File: config.mk
export PLATFORM = sky130hd
export DESIGN_NAME = logistic_iter_ctrl
export DESIGN_NICKNAME = d
export VERILOG_FILES = /design/src/rtl/logistic_iter_ctrl.sv
export SDC_FILE = /design/constraint.sdc
export NUM_CORES = 1
export LEC_CHECK = 0
export ABC_AREA = 1
export ABC_CLOCK_PERIOD_IN_PS = 2600
export CAP_MARGIN = 5
export CORE_UTILIZATION = 45
export DETAILED_ROUTE_END_ITERATION = 8
export PLACE_DENSITY = 0.66
export REMOVE_ABC_BUFFERS = 1
export SYNTH_ARGS = -nofsm -noshare
export SYNTH_HDL_FRONTEND = slang
export SYNTH_SLANG_ARGS = --single-unit
File: constraint.sdc
create_clock -name clk -period 2.6 [get_ports clk]
set_input_delay 0.52 -clock clk [delete_from_list [all_inputs] [get_ports clk]]
set_output_delay 0.52 -clock clk [all_outputs]
set_load 0.02 [all_outputs]
File: src/rtl/logistic_iter_ctrl.sv
`default_nettype none
// =============================================================================
// logistic_iter_ctrl : per-epoch logistic-map update of N_OSC oscillator slots
// Rev 1.0
// =============================================================================
module logistic_iter_ctrl #(
  parameter int N_OSC     = 8,
  parameter int ITER_LEN  = 15361,
  parameter int FRAC      = 16,
  parameter int R_INC     = 2,
  parameter int R_START   = 3 << FRAC,
  parameter int R_SPREAD  = 1 << (FRAC - 6),
  parameter int SEED_BASE = 1 << (FRAC - 1),
  parameter int SEED_STEP = 1 << (FRAC - 4),
  localparam int IW       = $clog2((N_OSC > 1) ? N_OSC : 2)
) (
  input  logic              clk,
  input  logic              reset,
  input  logic              run,
  output logic              mul_req,
  output logic [FRAC+1:0]   mul_a,
  output logic [FRAC+1:0]   mul_b,
  input  logic              mul_ack,
  input  logic [2*FRAC+3:0] mul_p,
  output logic              x_wr_en,
  output logic [IW-1:0]     x_wr_idx,
  output logic [FRAC-1:0]   x_wr_data,
  output logic [FRAC+1:0]   r_base,
  output logic              epoch_done,
  output logic              busy,
  output logic              overrun
);

  localparam int TW    = $clog2(ITER_LEN);
  localparam int PW    = 2*FRAC + 4;
  localparam int RW    = FRAC + 2;
  localparam int DEPTH = 1 << IW;

  localparam logic [TW-1:0]   TICK_LAST  = TW'(ITER_LEN - 1);
  localparam logic [IW-1:0]   IDX_LAST   = IW'(N_OSC - 1);
  localparam logic [RW-1:0]   ONE_Q      = {2'b01, {FRAC{1'b0}}};
  localparam logic [RW-1:0]   R_RESET    = RW'(R_START);
  localparam logic [PW-1:0]   R_MAX      = {{(PW-RW){1'b0}}, {RW{1'b1}}};
  localparam logic [PW-1:0]   SPREAD_TOP = PW'((N_OSC - 1) * R_SPREAD);
  localparam logic [FRAC-1:0] X_MIN      = FRAC'(1);
  localparam logic [FRAC-1:0] X_MAX      = {FRAC{1'b1}};

  typedef enum logic [2:0] {
    S_IDLE  = 3'd0,
    S_MUL1  = 3'd1,
    S_MUL2  = 3'd2,
    S_WRITE = 3'd3,
    S_DONE  = 3'd4
  } state_t;

  state_t          state;
  logic [TW-1:0]   tick;
  logic [IW-1:0]   idx;
  logic [FRAC-1:0] x_mem [DEPTH];

  logic            epoch_start;
  logic            xfer;
  logic [FRAC+3:0] p_hi;
  logic [FRAC-1:0] t_val;
  logic [FRAC-1:0] y_val;
  logic [RW-1:0]   r_slot;
  logic [PW-1:0]   r_stepped;
  logic            r_wrap;
  logic [IW-1:0]   idx_next;
  logic            p_lo_unused;

  // Seeds wrap modulo 2^FRAC; zero is the map's fixed point so it is bumped to 1.
  function automatic logic [FRAC-1:0] seed(input int k);
    logic [FRAC-1:0] s;
    s = FRAC'(SEED_BASE + k * SEED_STEP);
    if (s == '0) s = X_MIN;
    return s;
  endfunction

  function automatic logic [RW-1:0] ext(input logic [FRAC-1:0] v);
    return {2'b00, v};
  endfunction

  assign epoch_start = run && (tick == TICK_LAST);
  assign xfer        = mul_req && mul_ack;
  assign p_hi        = mul_p[PW-1:FRAC];
  assign p_lo_unused = ^mul_p[FRAC-1:0];
  assign t_val       = p_hi[FRAC-1:0];
  assign r_slot      = r_base + RW'(int'(idx) * R_SPREAD);
  assign r_stepped   = PW'(r_base) + PW'(R_INC);
  assign r_wrap      = (r_stepped + SPREAD_TOP) > R_MAX;
  assign idx_next    = idx + IW'(1);

  always_comb begin
    y_val = p_hi[FRAC-1:0];
    if (|p_hi[FRAC+3:FRAC]) begin
      y_val = X_MAX;
    end else if (p_hi[FRAC-1:0] == '0) begin
      y_val = X_MIN;
    end
  end

  always_ff @(posedge clk) begin
    if (reset) begin
      tick <= '0;
    end else if (run) begin
      tick <= (tick == TICK_LAST) ? '0 : tick + TW'(1);
    end
  end

  always_ff @(posedge clk) begin
    if (reset) begin
      state      <= S_IDLE;
      idx        <= '0;
      mul_req    <= 1'b0;
      mul_a      <= '0;
      mul_b      <= '0;
      x_wr_en    <= 1'b0;
      x_wr_idx   <= '0;
      x_wr_data  <= '0;
      r_base     <= R_RESET;
      epoch_done <= 1'b0;
      busy       <= 1'b0;
      overrun    <= 1'b0;
      for (int k = 0; k < DEPTH; k++) begin
        x_mem[k] <= seed(k);
      end
    end else begin
      x_wr_en    <= 1'b0;
      epoch_done <= 1'b0;
      // A tick that lands on a running epoch is dropped, only flagged.
      if (epoch_start && (state != S_IDLE)) begin
        overrun <= 1'b1;
      end
      case (state)
        S_IDLE: begin
          if (epoch_start) begin
            state   <= S_MUL1;
            idx     <= '0;
            busy    <= 1'b1;
            mul_req <= 1'b1;
            mul_a   <= ext(x_mem[0]);
            mul_b   <= ONE_Q - ext(x_mem[0]);
          end
        end
        S_MUL1: begin
          if (xfer) begin
            state <= S_MUL2;
            mul_a <= r_slot;
            mul_b <= ext(t_val);
          end
        end
        S_MUL2: begin
          if (xfer) begin
            state      <= S_WRITE;
            mul_req    <= 1'b0;
            x_wr_en    <= 1'b1;
            x_wr_idx   <= idx;
            x_wr_data  <= y_val;
            x_mem[idx] <= y_val;
          end
        end
        S_WRITE: begin
          if (idx == IDX_LAST) begin
            state      <= S_DONE;
            epoch_done <= 1'b1;
          end else begin
            state   <= S_MUL1;
            idx     <= idx_next;
            mul_req <= 1'b1;
            mul_a   <= ext(x_mem[idx_next]);
            mul_b   <= ONE_Q - ext(x_mem[idx_next]);
          end
        end
        S_DONE: begin
          state <= S_IDLE;
          busy  <= 1'b0;
          // Wrap once the highest slot's rate would leave the Q2.FRAC range.
          r_base <= r_wrap ? R_RESET : r_stepped[RW-1:0];
        end
        default: begin
          state   <= S_IDLE;
          busy    <= 1'b0;
          mul_req <= 1'b0;
        end
      endcase
    end
  end

endmodule
`default_nettype wire

==> flow_metrics.py <==
metrics = {
    "yosys": {
        "syn_area_um2": 11300,
        "yosys-top-cells-count": "nand2_1 (381), nor2_1 (224), inv_1 (156)",
        "synth-seq-cells": 224,
        "ys.flop_type": "edfxtp_1",
        "synth_edf_count": 128,
        "synth_top_cell_area_share": 0.339,
        "syn_area_per_cell_um2": 7.91,
        "synth_area_leaders": "edfxtp_1 (34%), dfxtp_1 (17%), nand2_1 (13%), nor2_1 (7.4%), inv_1 (5.2%)",
        "ys_warn_count": 0,
        "yosys.area.top_type": "edfxtp_1",
        "synth.distinct_cells": 55,
        "syn_inst": 1433,
        "yosysMostFrequentCell": "nand2_1",
        "yosysSeqAreaShare": 0.509,
        "async_reset_ff_frac": 0,
    },
    "global_route": {
        "antenna_found_initial": 0,
        "grt_remaining_overflow": 0,
        "grt_pass1_vias": 9693,
        "grt_pass1_wl_um": 51500,
        "grt_max_degree": 36,
        "grt_usage": 0.256,
    },
    "setup_path": {
        "slowest_delay_ns": 0.33,
        "path_cells": "ha_4 -> ha_1 -> inv_1 -> nor2_4 -> buf_4 -> nand2_1 -> nand3_1 -> nor2_1 -> nand2_1 -> nor2_1 -> nand2_1 -> nand2_1 -> nand3_1 -> nand2_1 -> a21oi_1",
        "startpoint_type": "flop",
        "cpMostUsedCell": "nand2_1",
        "path_max_fanout": 9,
        "arrival_ns": 2.83,
        "critPathTopFamily": "simple AND/OR/NAND/NOR gates",
        "critPathBufInv": 2,
        "end_kind": "flop",
        "criticalPathCategory": "reg2reg",
        "regToRegEndpoint": "mul_b[12]",
        "rr_worst_depth": 15,
        "timing.rr.start": "idx[1]",
        "slowest_stage": "dfxtp_1",
        "reg2reg_slack_ns": 0.18,
        "crit_required_ns": 3.01,
    },
    "timing": {
        "fin_crit_sh": 0.932,
        "setup_viol": 0,
        "layout_setup_ws_ns": 0.178,
        "fmax_ghz": 0.413,
        "finalMaxSlewViolations": 0,
        "finalWorstPathRequiredPeriod_ns": 2.42,
        "skew_ns": 0.0168,
        "final-hold-violation-count": 0,
    },
    "drt": {
        "wl_per_cell_um": 16.8,
        "dr.pass1.iters": 5,
        "num_vias": 10100,
        "finalWirelength_um": 32700,
        "vias_per_cell": 5.20,
        "drc": 0,
        "ant_nets": 0,
        "drtIter0Drc": 930,
    },
    "finish": {
        "instances_no_fill": 1948,
        "drive_gt1_frac": 0.139,
        "area_delta_synth_final_pct": 25.9,
        "design_area_um2": 14300,
        "n_antenna_cell": 0,
        "fin_util": 0.581,
        "nets": 1655,
    },
    "pwr": {
        "total_power_uw": 9090,
        "p_leak_uw": 0.00619,
        "ir_drop_mv": 0.468,
        "p_per_area_nw_per_um2": 637,
    },
    "floorplanning": {
        "ios": 118,
        "row_count": 57,
        "dieWidth_um": 161,
        "die_h_um": 161,
        "initial_utilization": 0.462,
        "dieArea_um2": 25800,
        "fp.coreArea_um2": 24500,
    },
    "place": {
        "dpl-instance-area_um2": 13400,
        "gp_congestion": 0.903,
        "hpwl_um": 23400,
        "portBuffers": 99,
        "place_inst": 1901,
        "dp_worst_setup_slack_ns": 0.00333,
    },
    "outcome": {
        "outcome": "completed",
    },
    "hold_path": {
        "whs_path_depth": 2,
        "hp-start": "mul_b[5]",
        "whs_endpoint": "mul_b[5]",
        "min_path_type": "reg2reg",
    },
    "clock_tree": {
        "clk_path_buf_depth": 3,
        "cts_buffers": 25,
        "cts_tree": "yes",
        "postCtsSetupRepairBufs": 0,
        "insertion_delay_ns": 0.54,
        "htreeDepth": 1,
        "clock-sinks": 224,
        "hold_buffers": 0,
        "path_clk_slew_ns": 0.06,
        "cts_root_buffer": "clkbuf_16",
    },
    "job": {
        "cap_violations": 0,
    },
}
## cells by family (layout without fill, tap and decap cells)
group,after synthesis,count (layout),share of synthesized area
simple gates,777,777,0.294
buf+inv,237,427,0.0888
flops,224,224,0.509
compound gates,169,169,0.0849
xor+xnor,14,14,0.0108
fa+ha+maj,10,10,0.0117
other cells,1,2,0.000331
mux,1,1,0.000884
## how the worst max path moves through the flow
| stage | startpoint | end | slack (ns) | cells past startpoint |
|---|---|---|---|---|
| after floorplan | idx[0] | mul_b[16] | -1.43 | 14 |
| after global placement | idx[0] | mul_b[9] | 0.05 | 15 |
| after detailed placement | idx[0] | mul_b[14] | 0.003 | 16 |
| after CTS | idx[0] | mul_b[10] | 0.01 | 16 |
| after global routing | idx[1] | mul_b[16] | -0.001 | 14 |
| final | idx[1] | mul_b[12] | 0.18 | 15 |
## cell type report
class | count | area, um2
Clock inverter | 15 | 101
Inverter | 176 | 671
Tap cell | 324 | 405
Timing Repair Buffer | 205 | 1990
Sequential cell | 224 | 5770
Clock buffer | 31 | 711
Fill cell | 2197 | 10300
Multi-Input combinational cell | 973 | 4620
## where the power goes
| group | internal (uW) | switching, uW | total, uW |
|---|---|---|---|
| sequential | 3950 | 125 | 4070 |
| combinational | 633 | 932 | 1560 |
| clock | 1960 | 1490 | 3450 |
| total | 6540 | 2550 | 9090 |
## state kept, by name, indices dropped and copies added, names as in the netlist
| name | cells |
|---|---|
| busy | 1 |
| mul_b | 17 |
| mul_a | 18 |
| idx | 3 |
| state | 3 |
| tick | 14 |
| epoch_done | 1 |
| r_base | 17 |
| x_wr_en | 1 |
| x_wr_idx | 3 |
| x_mem | 128 |
| x_wr_data | 16 |
| overrun | 1 |
| mul_req | 1 |
## tightest hold or removal path: cells and delay by family, from the launching register on
family	cells	cell delay, ns
DFF	1	0.31
and+or+nand+nor	1	0.06
AOI/OAI and AO/OA	1	0.05
## per-stage QoR
step           TNS (ns)  hold WS [ns]
6_report              0         0.462
3_5_place_dp          0         0.454
4_1_cts               0         0.463
2_1_floorplan   -144.31         0.456
5_1_grt        -0.00100         0.488
3_3_place_gp          0         0.452
## layer usage
| layer | part of all wire | up-vias | global-route usage |
|---|---|---|---|
| li1 | - | 4969 | - |
| met1 | 0.43 | 4764 | 0.342 |
| met3 | 0.062 | 56 | 0.0261 |
| met4 | 0.029 | 0 | 0.0931 |
| met2 | 0.48 | 333 | 0.431 |
| met5 | 0 | - | 0 |
## repair_timing
item	in CTS	in global routing
gates resized for setup	1	15
cloned	0	1
pin swaps	0	1
setup endpoints to repair	2	13
## layout by cell type, fill, tap and decap left out, types with 12 or more instances in the layout
cell type,count
a21oi_1,58
inv_2,15
buf_4,89
nor2_1,222
o21ai_0,64
buf_12,14
xor2_1,12
dfxtp_1,95
nand2_1,381
a22oi_1,13
nor3_1,22
nor2_2,26
edfxtp_1,128
clkdlybuf4s50_1,99
clkbuf_16,28
nand3_1,76
inv_1,156
(Power assumes the default switching activity.)
